$ cat config.mk
export PLATFORM = sky130hd
export DESIGN_NAME = sonar_echo_timer
export DESIGN_NICKNAME = d
export VERILOG_FILES = /design/src/rtl/sonar_echo_timer.sv
export SDC_FILE = /design/constraint.sdc
export NUM_CORES = 1
export LEC_CHECK = 0
export ABC_AREA = 1
export BUFFER_PORTS_ARGS = -buffer_cell sky130_fd_sc_hd__buf_2
export CORE_MARGIN = 2
export CORE_UTILIZATION = 35
export DETAILED_ROUTE_END_ITERATION = 10
export SYNTH_ARGS = -nofsm -noshare
export SYNTH_HDL_FRONTEND = slang
export SYNTH_SLANG_ARGS = --single-unit
export TNS_END_PERCENT = 20
$ cat constraint.sdc
create_clock -name clk -period 12.1 [get_ports clk]
set_clock_uncertainty 0.2 [all_clocks]
set_input_delay 0.605 -clock clk [delete_from_list [all_inputs] [get_ports clk]]
set_output_delay 0.605 -clock clk [all_outputs]
set_load 0.02 [all_outputs]
$ cat src/rtl/sonar_echo_timer.sv
// sonar_echo_timer
//   Multi-channel ultrasonic ranging engine. Each channel fires a trigger pulse,
//   waits for the echo rising edge and measures the echo high time in whole
//   microseconds. A timeout ends the measurement if the echo never arrives or
//   never falls. All channels are fully independent.
//
// Ports
//   clk      in   system clock, rising edge
//   reset    in   asynchronous active-high reset, clears all state
//   start    in   [CHANNELS]       per-channel start request
//   ack      in   [CHANNELS]       per-channel result acknowledge
//   echo     in   [CHANNELS]       raw asynchronous echo pins
//   trig     out  [CHANNELS]       registered trigger outputs
//   busy     out  [CHANNELS]       channel in TRIG, WAIT_ECHO or MEASURE
//   done     out  [CHANNELS]       sticky result-valid flag
//   timeout  out  [CHANNELS]       result ended by timeout (valid with done)
//   width    out  [CHANNELS*WIDTH] results in us, channel c at [c*WIDTH +: WIDTH]
//
// state     | meaning
// ----------+---------------------------------------------------------
// IDLE      | waiting for start
// TRIG      | trigger pulse high for TRIG_US us
// WAIT_ECHO | waiting for a synchronised echo rising edge
// MEASURE   | counting echo high time in us
// DONE      | result valid, waiting for ack or a new start

module sonar_echo_timer #(
  parameter int CHANNELS   = 4,
  parameter int WIDTH      = 32,
  parameter int CLK_PER_US = 50,
  parameter int TRIG_US    = 10,
  parameter int TIMEOUT_US = 38000
) (
  input  logic                      clk,
  input  logic                      reset,
  input  logic [CHANNELS-1:0]       start,
  input  logic [CHANNELS-1:0]       ack,
  input  logic [CHANNELS-1:0]       echo,
  output logic [CHANNELS-1:0]       trig,
  output logic [CHANNELS-1:0]       busy,
  output logic [CHANNELS-1:0]       done,
  output logic [CHANNELS-1:0]       timeout,
  output logic [CHANNELS*WIDTH-1:0] width
);

  localparam int TRIG_CYC = TRIG_US * CLK_PER_US;
  localparam int TW       = $clog2(TRIG_CYC + 1);
  localparam int PW       = $clog2(CLK_PER_US);
  localparam int EW       = $clog2(TIMEOUT_US + 1);

  localparam logic [TW-1:0] TRIG_LOAD = TW'(TRIG_CYC - 1);
  localparam logic [PW-1:0] PRE_MAX   = PW'(CLK_PER_US - 1);
  localparam logic [EW-1:0] EL_LOAD   = EW'(TIMEOUT_US - 1);

  typedef enum logic [2:0] {
    S_IDLE,
    S_TRIG,
    S_WAIT_ECHO,
    S_MEASURE,
    S_DONE
  } state_t;

  for (genvar c = 0; c < CHANNELS; c++) begin : g_ch
    state_t           state, state_nxt;
    logic [1:0]       sync;
    logic             sync_prev;
    logic [TW-1:0]    trig_cnt, trig_cnt_nxt;
    logic [PW-1:0]    pre, pre_nxt;
    logic [PW-1:0]    el_pre, el_pre_nxt;
    logic [EW-1:0]    el_cnt, el_cnt_nxt;
    logic [WIDTH-1:0] w, w_nxt, w_inc;
    logic             trig_r, trig_nxt;
    logic             done_r, done_nxt;
    logic             to_r, to_nxt;
    logic             echo_s, echo_rise, el_term;

    assign echo_s    = sync[1];
    // A level already high when WAIT_ECHO is entered has sync_prev set, so
    // only a genuine low-to-high transition qualifies.
    assign echo_rise = echo_s & ~sync_prev;
    // Elapsed time is a down-counter pair; both at zero means the timeout
    // budget is used up on this edge.
    assign el_term   = (el_cnt == '0) && (el_pre == '0);
    assign w_inc     = (&w) ? w : w + WIDTH'(1);

    always_ff @(posedge clk or posedge reset) begin
      if (reset) begin
        sync      <= '0;
        sync_prev <= 1'b0;
      end else begin
        sync      <= {sync[0], echo[c]};
        sync_prev <= sync[1];
      end
    end

    always_ff @(posedge clk or posedge reset) begin
      if (reset) begin
        state    <= S_IDLE;
        trig_cnt <= '0;
        pre      <= '0;
        el_pre   <= '0;
        el_cnt   <= '0;
        w        <= '0;
        trig_r   <= 1'b0;
        done_r   <= 1'b0;
        to_r     <= 1'b0;
      end else begin
        state    <= state_nxt;
        trig_cnt <= trig_cnt_nxt;
        pre      <= pre_nxt;
        el_pre   <= el_pre_nxt;
        el_cnt   <= el_cnt_nxt;
        w        <= w_nxt;
        trig_r   <= trig_nxt;
        done_r   <= done_nxt;
        to_r     <= to_nxt;
      end
    end

    always_comb begin
      state_nxt    = state;
      trig_cnt_nxt = trig_cnt;
      pre_nxt      = pre;
      el_pre_nxt   = el_pre;
      el_cnt_nxt   = el_cnt;
      w_nxt        = w;
      trig_nxt     = trig_r;
      done_nxt     = done_r;
      to_nxt       = to_r;

      case (state)
        S_IDLE, S_DONE: begin
          if (start[c]) begin
            state_nxt    = S_TRIG;
            trig_nxt     = 1'b1;
            trig_cnt_nxt = TRIG_LOAD;
            done_nxt     = 1'b0;
            to_nxt       = 1'b0;
            w_nxt        = '0;
            pre_nxt      = '0;
          end else if ((state == S_DONE) && ack[c]) begin
            state_nxt = S_IDLE;
            done_nxt  = 1'b0;
            to_nxt    = 1'b0;
          end
        end

        S_TRIG: begin
          if (trig_cnt == '0) begin
            state_nxt  = S_WAIT_ECHO;
            trig_nxt   = 1'b0;
            el_cnt_nxt = EL_LOAD;
            el_pre_nxt = PRE_MAX;
            pre_nxt    = '0;
          end else begin
            trig_cnt_nxt = trig_cnt - TW'(1);
          end
        end

        S_WAIT_ECHO, S_MEASURE: begin
          if (el_term) begin
            state_nxt = S_DONE;
            done_nxt  = 1'b1;
            to_nxt    = 1'b1;
            w_nxt     = '1;
          end else begin
            if (el_pre == '0) begin
              el_pre_nxt = PRE_MAX;
              el_cnt_nxt = el_cnt - EW'(1);
            end else begin
              el_pre_nxt = el_pre - PW'(1);
            end

            if (state == S_WAIT_ECHO) begin
              if (echo_rise) begin
                state_nxt = S_MEASURE;
                pre_nxt   = '0;
                w_nxt     = '0;
              end
            end else begin
              // The exit edge still counts a prescaler step so that H cycles
              // of echo high give exactly floor(H / CLK_PER_US).
              if (pre == PRE_MAX) begin
                pre_nxt = '0;
                w_nxt   = w_inc;
              end else begin
                pre_nxt = pre + PW'(1);
              end
              if (!echo_s) begin
                state_nxt = S_DONE;
                done_nxt  = 1'b1;
                to_nxt    = 1'b0;
              end
            end
          end
        end

        default: state_nxt = S_IDLE;
      endcase
    end

    assign trig[c]                 = trig_r;
    assign busy[c]                 = (state == S_TRIG) || (state == S_WAIT_ECHO) ||
                                     (state == S_MEASURE);
    assign done[c]                 = done_r;
    assign timeout[c]              = to_r;
    assign width[c*WIDTH +: WIDTH] = w;
  end

endmodule

Word-level counts from Yosys, hierarchy flattened
Cells that the tools add are included.
{"block": "op_classes", "n_addsub": 20, "eq_ne": 72, "n_mux": 184, "bitwise_logic": 8, "reduce_logical": 92}
{"operator": "32-bit 2-to-1 mux", "n": 24}
{"operator": "32-bit case mux with 2 select lines", "n": 4}
{"operator": "6-bit 2-to-1 mux", "n": 36}
{"operator": "16-bit 2-to-1 mux", "n": 12}
{"operator": "32-bit by 1-bit adder with 32-bit output, second input constant", "n": 4}
{"operator": "16-bit case mux with 2 select lines", "n": 4}
{"operator": "32-bit AND reduction", "n": 4}
{"operator": "3-bit 2-to-1 mux", "n": 28}
{"operator": "9-bit 2-to-1 mux", "n": 8}
{"operator": "6-bit case mux with 3 select lines", "n": 4}
{"operator": "9-bit case mux with 2 select lines", "n": 4}
{"operator": "16-bit zero test", "n": 4}
{"operator": "4-bit != test, second input constant", "n": 16}
{"operator": "16-bit by 1-bit subtractor with 16-bit output, second input constant", "n": 4}
{"operator": "3-bit != test, second input constant", "n": 16}
{"operator": "6-bit case mux with 2 select lines", "n": 4}
{"operator": "4-bit AND reduction", "n": 12}
{"operator": "1-bit 2-to-1 mux", "n": 40}
{"operator": "2-bit != test, second input constant", "n": 20}
{"operator": "5-bit AND reduction", "n": 8}
{"operator": "9-bit zero test", "n": 4}
{"operator": "3-bit case mux with 3 select lines", "n": 4}
{"operator": "3-bit AND reduction", "n": 12}
{"operator": "9-bit by 1-bit subtractor with 9-bit output, second input constant", "n": 4}
{"operator": "other kinds (16)", "n": 96}
{"block": "totals", "register_bits": 312, "input_bits": 14, "out_inout_bits": 144, "elab_cells": 420}

Depth between registers and ports, before layout
Gate-level depths: netlist (run 1).
{"block": "depth", "depth_word": 6, "depth_mapped": 14, "mapped_depth_nobuf": 13}

Least setup slack after synthesis (run 1)
Ideal clock, no wire load.
{"block": "synth_path", "path_type": "register to register", "startpoint": "reg g_ch[0].w[1]", "endpoint": "reg g_ch[0].w[22]", "setup_time_ns": 0.118, "t_arrival_ns": 1.760, "t_required_ns": 11.782, "path_slack_ns": 10.022, "stages_incl_launch_ff": 12, "n_path_buf": 1, "period_less_slack_ns": 2.078, "cell_sequence": "dfrtp_1 ha_1 nand2_1 nor2_1 nand2_2 nor2_4 nand3_1 a21oi_1 nor2_2 buf_6 nand3_1 nand2_1"}
{"block": "synth_via", "elab_chain_len": 6, "word_cells_on_any_way": 9, "cone_classes": "add/sub (1); eq/ne (1); mux (5); reduce/logical (2)"}
{"item": "start, declared", "line": "71", "rtl": "logic [WIDTH-1:0] w, w_nxt, w_inc;"}
{"item": "start signal, assigned", "line": "113", "rtl": "w <= w_nxt;"}
{"item": "32-bit by 1-bit adder with 32-bit output", "line": "84", "rtl": "assign w_inc = (&w) ? w : w + WIDTH'(1);"}
{"item": "32-bit 2-to-1 mux", "line": "84"}
{"item": "32-bit 2-to-1 mux", "line": "183", "rtl": "if (pre == PRE_MAX) begin"}
{"item": "32-bit 2-to-1 mux", "line": "174", "rtl": "if (state == S_WAIT_ECHO) begin"}
{"item": "32-bit 2-to-1 mux", "line": "161", "rtl": "if (el_term) begin"}
{"item": "32-bit case mux with 2 select lines", "line": "131", "rtl": "case (state)"}
Parallel ways exist; a longest one is shown, timed or not. The select of a mux whose other input is x is not followed.
A chain may end at the register's enable or synchronous reset.

Worst setup path after layout (run 1)
{"block": "layout_path", "startpoint": "reg g_ch[2].el_cnt[0]", "endpoint": "reg g_ch[2].el_cnt[12]"}
{"block": "layout_via", "elab_chain_len": 4, "word_cells_on_any_way": 8, "cone_classes": "add/sub (1); eq/ne (1); mux (3); reduce/logical (3)"}
{"item": "start, declared", "line": "70", "rtl": "logic [EW-1:0] el_cnt, el_cnt_nxt;"}
{"item": "start signal, assigned", "line": "112", "rtl": "el_cnt <= el_cnt_nxt;"}
{"item": "16-bit by 1-bit subtractor with 16-bit output / 16-bit zero test (equally long branches)", "line": "169, 83"}
{"item": "16-bit 2-to-1 mux / 1-bit logical AND (equally long branches)", "line": "167, 83"}
{"item": "16-bit 2-to-1 mux / 2-bit != test (equally long branches)"}
{"item": "16-bit case mux with 2 select lines / 4-bit AND reduction (equally long branches)"}
Parallel ways exist; a longest one is shown, timed or not. The select of a mux whose other input is x is not followed.

==> results of run 1 <==
-- flip-flops by register name, indices dropped and copies added, names as in the netlist, 8 cells and up --
signal         flops
g_ch.w           128
g_ch.trig_cnt     36
g_ch.el_pre       24
g_ch.el_cnt       64
g_ch.sync          8
g_ch.state        12
g_ch.pre          24
-- metal layers --
| layer | track usage | share of wire | vias to the layer above |
|---|---|---|---|
| li1 | - | - | 9742 |
| met1 | 0.237 | 0.47 | 8473 |
| met2 | 0.286 | 0.45 | 288 |
| met3 | 0.0364 | 0.052 | 69 |
| met4 | 0.0485 | 0.020 | 0 |
| met5 | 0 | 0 | - |
-- stage by stage --
stage               setup slack, ns   util
floorplan                      2.67      -
global placement               8.55  0.377
detailed placement             8.50  0.377
CTS                            8.50  0.401
global route                   8.09  0.401
finish                         8.52  0.401
-- final timing paths --
check,startpoint,cells after the start,end,slack [ns]
worst max-delay path,g_ch[2].el_cnt[0],11,g_ch[2].el_cnt[12],8.52
worst min-delay path,reset,2,g_ch[2].w[21],-0.002
worst max register to register,g_ch[2].el_cnt[0],11,g_ch[2].el_cnt[12],8.52
worst min register to register,g_ch[0].sync[0],0,g_ch[0].sync[1],0.15
max in group asynchronous,reset,4,g_ch[1].trig_cnt[2],9.50
min in group clk,g_ch[0].sync[0],0,g_ch[0].sync[1],0.15
-- cell usage after synthesis (3+ instances only) --
master / count
o31ai_1: 8
buf_6: 7
a21o_1: 5
nand2_2: 13
xnor2_1: 16
o22ai_1: 5
inv_2: 11
a21oi_1: 50
nor3_1: 23
nand2_4: 3
nand3_2: 12
buf_2: 19
o21ai_0: 176
nor2_2: 23
buf_4: 32
o211ai_1: 4
nor3b_1: 8
xor2_1: 32
a31oi_1: 9
o21bai_1: 4
nand2_1: 1041
nand4_1: 41
clkbuf_1: 21
or2_2: 28
nor2_4: 10
o21ai_1: 79
nand3_1: 270
ha_1: 28
nor2_1: 332
nand3b_1: 20
nor4_1: 5
dfrtp_1: 312
inv_1: 293
-- layout make-up --
type                    instances  area [sq um]
fillers                      5946         33800
multi-input cells            2263         10500
flip-flops and latches        312          7810
clock buffers                  63          1200
inverters                     307          1160
well taps                     756           946
repair buffers                167           871
clock inverters                 9           105
-- cell families after synthesis --
logic type,synth area share
AND/OR/NAND/NOR,0.398
buffers and inverters,0.0825
AO/OA/AOI/OAI,0.0902
flip-flops,0.391
XOR/XNOR,0.0210
adder cells (fa/ha/maj),0.0175
-- power by group through the flow --
stage	combinational, mW	clock [mW]	sequential (mW)
after global routing	1.75	1.28	1.39
after detailed placement	1.53	0	1.38
after floorplan	1.27	0	1.35
after CTS	1.53	1.24	1.36
final	1.51	1.20	1.36
after global placement	1.51	0	1.38
==> results.toml, run 1 <==
[finish]
drive_above_1_share = 0.107
area_growth_pct = 13.2
n_antenna_cell = 0
layout_common_cells = "1041 x nand2_1, 331 x nor2_1, 312 x dfrtp_1"
instances_no_fill = 3877
final_common_cell = "nand2_1"
nets = 3133
fin_area_sq_mm = 0.0226

[routing]
dr.pass1.iters = 5
vias = 18572
drc = 0
wl_per_cell_microns = 13.4
via_per_inst = 4.79
antenna_left = 0
drt-initial-drc-count = 898
wirelength_mm = 52.0

[global_routing]
grt_pass1_vias = 17003
antenna_found_initial = 0
grt_max_degree = 112
grt_usage = 0.176
grt_pass1_wl_mm = 87.1
grt-ovfl-total = 0

[yosys]
yosysTopAreaCell = "dfrtp_1"
syn_nets = 3003
seq_area_frac_synth = 0.391
synth_top_flop_cell = "dfrtp_1"
synth_edf_count = 0
yosys.area.top_type_share = 0.391
synth_area_leaders = "dfrtp_1 39%, nand2_1 20%, nand3_1 6.8%"
synth_area_sq_mm = 0.0200
synth.distinct_cells = 48
ys_async_sr_fraction = 1.00
yosysWarnings = 0
synth_area_per_cell_sq_um = 6.75
ys_seq_elements = 312
syn_inst = 2961

[timing]
holdWs_ns = -0.00177
rsz0062_at_grt = "no"
hold_violations = 1
slew_violations = 0
finalSetupTns_ns = 0
layout_min_cycle_time_ns = 3.58
finalSetupViolCount = 0
fmax_ghz = 0.280
slew-limit-headroom = 0.350
worst_slew_pin_slew_ns = 0.975
post-route-period-util = 0.295

[power_and_ir_drop]
p_leak_nw = 11.1
p_int_mw = 2.34
p_comb_frac = 0.371
pwr-share-seq = 0.334
total_power_mw = 4.07
p_per_area_mw_per_mm2 = 180
power_switching_mw = 1.73
netSwitchingFraction = 0.424
ir_drop_mv = 0.106
clockPowerShare = 0.295

[min_path]
worstHoldPathType = "in2async"

[placement]
portBuffers = 157
dpl.hpwl_mm = 36.7
dpl-instance-area_sq_mm = 0.0213
dp.cells = 3801
gp_congestion = 0.909

[clocking]
hold_buffers = 4
cts_tree = "done"
h-tree-depth = 2
post_cts_resized = 0
insertion_delay_ns = 0.56
cts.clk_slew.worst_paths_ns = 0.06
clock_sinks = 312
cts_setup_buffers = 0
clock_path_buffers = 3
cts_buffers = 40
cts_root_buf = "clkbuf_16"

[worst_setup_path]
crit_fanout = 29
required_ns = 12.33
path_cells = "inv_1, ha_1, nand3_2, nor3_1, nand4_1, nand2_1, inv_1, nand2_1, inv_1, nand2_1, nand2_1"
crit_path_max_incr_delay_ns = 0.73
cp_num_buf_inv = 3
cpMaxStageDelayCell = "nand4_1"
cpMostUsedCell = "nand2_1"
cp_top_family = "simple AND/OR/NAND/NOR gates"
critical_path_class = "reg2reg"
critPathCaptureType = "register"
crit_path_start_kind = "register"
cp.arrival_ns = 3.81

[die]
pin_count = 158
dieArea_sq_mm = 0.0590
initial_core_util = 0.354
num_rows = 87
die_h_microns = 243
core_sq_mm = 0.0564
die_w_microns = 243

[job]
max_cap_violations = 0

[run_status]
violations = "negative hold slack"
status = "finished, violations left"
No activity file was read; power rests on OpenSTA's default activity.
==> run 2, diff against run 1 <==
- ABC_AREA: 1 -> 0
- clock period: 12.1 -> 2.95 ns (I/O delays scaled with it)
==> results.toml, run 2 <==
[run_status]
status = "completed"

[worst_setup_path]
critical_path_class = "reg2reg"
crit_path_max_incr_delay_ns = 0.49
crit_path_start_kind = "register"
path_cells = "inv_1, ha_1, or4b_1, or4_4, nor3_4, buf_4, a211oi_4, buf_4, o21ai_1, o21ai_1"
cp.arrival_ns = 3.10
critPathCaptureType = "register"
cpMaxStageDelayCell = "or4_4"
required_ns = 3.19
crit_fanout = 10
r2r_start = "g_ch[1].el_cnt[0]"
cp-startpoint = "g_ch[1].el_cnt[0]"

[yosys]
synth_top_family_by_area = "simple AND/OR/NAND/NOR gates"
synth_top_flop_cell = "dfrtp_1"
synth_fa_ha_area_frac = 0.0196
synth_area_sq_mm = 0.0178
syn_inst = 2110
muxShareOfSynthArea = 0.00547
synth_area_leaders = "dfrtp_1 44%, o21ai_0 5.2%, nor2_1 5.1%"
seq_area_frac_synth = 0.438
synth.top_cells.by_count = "312 x dfrtp_1, 240 x nor2_1, 200 x nand2_1"
syn_nets = 2152
yosys.area.top_type_share = 0.438
yosysWarnings = 0
synth.distinct_cells = 80
synth_edf_count = 0
synth_most_common_cell = "dfrtp_1"
synthSimpleGateAreaFrac = 0.257
ys_seq_elements = 312
synth_area_per_cell_sq_um = 8.45
ys_async_sr_fraction = 1.00
synth_xor_xnor_area_share = 0.0172
synth_compound_area_frac = 0.219
yosysTopAreaCell = "dfrtp_1"

[global_routing]
antenna_found_initial = 0
grt_usage = 0.193
grt_pass1_wl_mm = 86.4
grt_max_degree = 99
grt_pass1_vias = 16840
grt-ovfl-total = 0

[die]
die_h_microns = 230
die_w_microns = 230
dieArea_sq_mm = 0.0528
initial_core_util = 0.355
core_sq_mm = 0.0503
num_rows = 82
pin_count = 158

[routing]
drt-initial-drc-count = 1522
wirelength_mm = 52.0
wl_per_cell_microns = 16.9
dr.pass1.iters = 5
via_per_inst = 5.73
antenna_left = 0
drc = 0
vias = 17656

[timing]
post-route-period-util = 0.969
finalSetupViolCount = 0
slew_violations = 0
worst_slew_pin_slew_ns = 0.769
hold_violations = 0
fin_ws_ns = 0.0925
slew-limit-headroom = 0.486
fmax_ghz = 0.350
layout_min_cycle_time_ns = 2.86

[clocking]
insertion_delay_ns = 0.57
cts_root_buf = "clkbuf_16"
clock_sinks = 312
h-tree-depth = 2
cts_tree = "done"
clock_path_buffers = 3
cts.clk_slew.worst_paths_ns = 0.06
cts_buffers = 41

[min_path]
worstHoldPathType = "in2async"

[power_and_ir_drop]
total_power_mw = 15.6
p_per_area_mw_per_mm2 = 710
ir_drop_mv = 0.463
p_leak_nw = 9.54

[finish]
largest_reg_flops = 128
fin_area_sq_mm = 0.0220
area_growth_pct = 23.4
fillers = 4928
n_antenna_cell = 0
reg.largest.list = "g_ch.w: 128 flops, g_ch.el_cnt: 64 flops, g_ch.trig_cnt: 36 flops"
layout_common_cells = "312 x dfrtp_1, 238 x nor2_1, 200 x nand2_1"
nets = 2423
final_common_cell = "dfrtp_1"
regMostFlops = "g_ch.w"
drive_above_1_share = 0.192

[placement]
dpl.hpwl_mm = 36.1
portBuffers = 157
gp_congestion = 0.875
place_ws_ns = -0.0961
dpl-instance-area_sq_mm = 0.0203

[job]
max_cap_violations = 0
run 2: changes by cell type in the layout (fill, tap and decap cells not counted), moves of 81 or more:
| cell | before | now |
|---|---|---|
| buf_4 | 6 | 158 |
| nand3_1 | 270 | 77 |
| a21oi_1 | 50 | 131 |
| nand2_1 | 1041 | 200 |
| nor2_1 | 331 | 238 |
| inv_1 | 292 | 69 |
run 2: cell families (layout without fill, tap and decap cells):
family	Yosys count	in the layout
multiplexers	9	9
XOR/XNOR	35	35
AND/OR/NAND/NOR	909	909
flip-flops	312	312
AO/OA/AOI/OAI	633	633
adder cells (fa/ha/maj)	28	28
buffers and inverters	184	485
run 2: cell type report:
cell class / count / area (sq um) / share of cell area
clock inverter: 12 / 135 / 0.00614
timing repair buffer: 339 / 2300 / 0.105
clock buffer: 61 / 1230 / 0.0559
sequential: 312 / 7810 / 0.355
multi-input combinational: 1614 / 9410 / 0.428
tap: 672 / 841 / 0.0382
inverter: 73 / 278 / 0.0126
run 2: final timing paths:
| kind | slack [ns] | end | cells after the start |
|---|---|---|---|
| max | 0.09 | g_ch[1].w[2] | 10 |
| min | 0.03 | g_ch[0].w[15] | 3 |
| max reg2reg | 0.09 | g_ch[1].w[2] | 10 |
| min reg2reg | 0.15 | g_ch[2].sync[1] | 0 |
| max in group asynchronous | 1.54 | g_ch[2].w[22] | 4 |
| min in group clk | 0.04 | g_ch[2].sync[0] | 2 |
run 2: metal layers:
metal	GRT usage	vias to the layer above	wire, microns	part of all wire
met5	0	-	0	0
met4	0.0663	0	1310	0.025
met3	0.0257	95	2390	0.046
met2	0.317	526	24700	0.47
met1	0.263	8689	23700	0.45
li1	-	8346	-	-
run 2: repair_timing:
| item | in CTS | in global routing |
|---|---|---|
| endpoints found under the setup margin | 5 | 114 |
| hold endpoints to repair | 166 | 0 |
| resized for setup | 1 | 29 |
| gates cloned | 0 | 0 |
| hold buffers | 15 | 0 |
| pin swaps | 0 | 3 |
| buffers inserted | 0 | 7 |
run 2: worst max-delay path: cells and delay by family, from the launching register on:
family | cells | cell delay, ns
adder cells (fa/ha/maj) | 1 | 0.16
buffers and inverters | 3 | 0.45
AO/OA/AOI/OAI | 3 | 0.33
flip-flops | 1 | 0.38
AND/OR/NAND/NOR | 3 | 1.22
run 2: where the power goes:
part           switching (mW)  total (mW)  internal [mW]
Sequential              0.509        5.27           4.76
Clock                    2.01        5.08           3.07
Combinational            3.34        5.27           1.93
Total                    5.86        15.6           9.76
run 2: per-stage QoR:
step | hold slack (ns) | TNS (ns) | instances | utilization
2_1_floorplan | -0.0211 | -484.35 | 2110 | -
3_3_place_gp | 0.0567 | -0.0237 | 2988 | 0.404
3_5_place_dp | 0.0645 | -0.175 | 2988 | 0.404
4_1_cts | 0.00522 | -0.0264 | 3076 | 0.434
5_1_grt | 0.0276 | -0.0320 | 3083 | 0.438
6_report | 0.0306 | 0 | 3083 | 0.438
==> run 3, diff against run 2 <==
- CORE_MARGIN: 2 -> default
- RECOVER_POWER: default -> 25
==> results.toml, run 3 (synthesis gave the netlist of run 2 again) <==
[global_routing]
antenna_found_initial = 0
globalRouteMet2Util = 0.315
use_met3 = 0.0304
busiest_layer = "met2"
globalRouteMet1Util = 0.258
grt_usage = 0.191
grt_pass1_vias = 16752
grt_pass1_wl_mm = 84.7
grt_max_degree = 61
grt-ovfl-total = 0

[worst_setup_path]
crit_path_start_kind = "register"
critical_path_class = "reg2reg"
cp.arrival_ns = 3.14
required_ns = 3.18
crit_fanout = 20
critPathCaptureType = "register"

[timing]
rsz0062_at_grt = "yes"
slew_violations = 0
fmax_ghz = 0.344
slew-limit-headroom = 0.0782
finalSetupTns_ns = 0
worst_slew_pin_slew_ns = 1.38
finalSetupViolCount = 0
post-route-period-util = 0.985
layout_min_cycle_time_ns = 2.91
hold_violations = 0

[clocking]
cts_buffers = 40
cts_root_buf = "clkbuf_16"
clock_path_buffers = 3
cts_tree = "done"
h-tree-depth = 2
clock_sinks = 312
insertion_delay_ns = 0.56
cts.clk_slew.worst_paths_ns = 0.06

[job]
max_cap_violations = 0

[finish]
regMostFlops = "g_ch.w"
largest_reg_flops = 128
drive_above_1_share = 0.195
n_antenna_cell = 0
final_common_cell = "dfrtp_1"
nets = 2440
layout_common_cells = "312 x dfrtp_1, 238 x nor2_1, 200 x nand2_1"
area_growth_pct = 23.3
reg.largest.list = "g_ch.w: 128 flops, g_ch.el_cnt: 64 flops, g_ch.trig_cnt: 36 flops"

[routing]
via_per_inst = 5.68
wl_per_cell_microns = 16.5
wirelength_mm = 51.2
vias = 17611
antenna_left = 0
drt-initial-drc-count = 1395
drc = 0
dr.pass1.iters = 5

[die]
dieArea_sq_mm = 0.0519
num_rows = 82
core_sq_mm = 0.0502
die_w_microns = 228
pin_count = 158
initial_core_util = 0.356
die_h_microns = 228

[power_and_ir_drop]
p_int_mw = 9.64
ir_drop_mv = 0.399
pwr-share-seq = 0.338
power_switching_mw = 5.78
p_leak_nw = 9.59
clockPowerShare = 0.313
netSwitchingFraction = 0.375
p_per_area_mw_per_mm2 = 701
p_comb_frac = 0.349
total_power_mw = 15.4

[placement]
gp_congestion = 0.867
portBuffers = 157
dpl.hpwl_mm = 35.7

[min_path]
worstHoldPathType = "in2reg"

[run_status]
status = "completed"
[run 3: cell count changes in the layout (fill, tap and decap cells not counted), sizes merged]
| cell | before | now |
|---|---|---|
| clkinv | 9 | 11 |
| clkbuf | 61 | 65 |
| clkinvlp | 2 | 1 |
| inv | 72 | 71 |
| a211oi | 17 | 18 |
| buf | 324 | 336 |
| dlygate4sd3 | 15 | 14 |
| bufinv | 2 | 1 |
[run 3: power by group through the flow]
stage               combinational (mW)  clock [mW]  sequential, mW
floorplan                         3.47           0            5.22
global placement                  5.10           0            5.25
detailed placement                5.20           0            5.27
CTS                               5.25        4.98            5.20
global route                      5.96        5.13            5.29
finish                            5.38        4.83            5.21
[run 3: worst paths after layout]
kind / start / endpoint / slack (ns) / depth (start not counted)
max: g_ch[0].el_cnt[12] / g_ch[0].w[25] / 0.04 / 7
min: echo[0] / g_ch[0].sync[0] / 0.03 / 2
max reg2reg: g_ch[0].el_cnt[12] / g_ch[0].w[25] / 0.04 / 7
min reg2reg: g_ch[3].sync[0] / g_ch[3].sync[1] / 0.15 / 0
max in group asynchronous: reset / g_ch[3].w[1] / 0.48 / 4
min in group asynchronous: reset / g_ch[0].w[14] / 0.18 / 3
[run 3: layer usage]
layer / wire length [microns] / vias to the layer above / part of all wire
met5: 0 / - / 0
met4: 1230 / 0 / 0.024
met3: 2420 / 102 / 0.047
met2: 24500 / 499 / 0.48
met1: 23100 / 8638 / 0.45
li1: - / 8372 / -
[run 3: cell type report]
| type | count | area (sq um) |
|---|---|---|
| Inverter | 73 | 275 |
| Sequential cell | 312 | 7810 |
| Fill cell | 4866 | 28200 |
| Tap cell | 672 | 841 |
| Clock buffer | 59 | 1200 |
| Clock inverter | 11 | 87.6 |
| Timing Repair Buffer | 356 | 2380 |
| Multi-Input combinational cell | 1615 | 9400 |
[run 3: critical path, stage by stage (launching register included)]
cell and delay (ns):
dfrtp_1 0.40, or4_1 0.56, or2_2 0.31, or4_1 0.46, buf_4 0.25, nor2_2 0.21, nor3_1 0.07, a311oi_1 0.32
[run 3: timing repair]
item / 4_1_cts / 5_1_grt
hold buffers: 14 / 0
endpoints found under the hold margin: 141 / 0
resized for setup: 4 / 21
setup endpoints to repair: 10 / 96
pin swaps: 0 / 5
buffers inserted: 0 / 3
cloned: 0 / 2
[run 3: metrics by stage]
stage / instances / hold slack [ns] / cell area, sq um / util / setup slack [ns]
floorplan: 2110 / -0.0211 / 17800 / - / -1.55
global placement: 3009 / 0.0582 / 20500 / 0.408 / -0.0533
detailed placement: 3009 / 0.0600 / 20500 / 0.408 / -0.115
CTS: 3093 / 0.0000537 / 21900 / 0.437 / 0.0409
global route: 3098 / 0.00954 / 22000 / 0.438 / -0.104
finish: 3098 / 0.0345 / 22000 / 0.438 / 0.0431
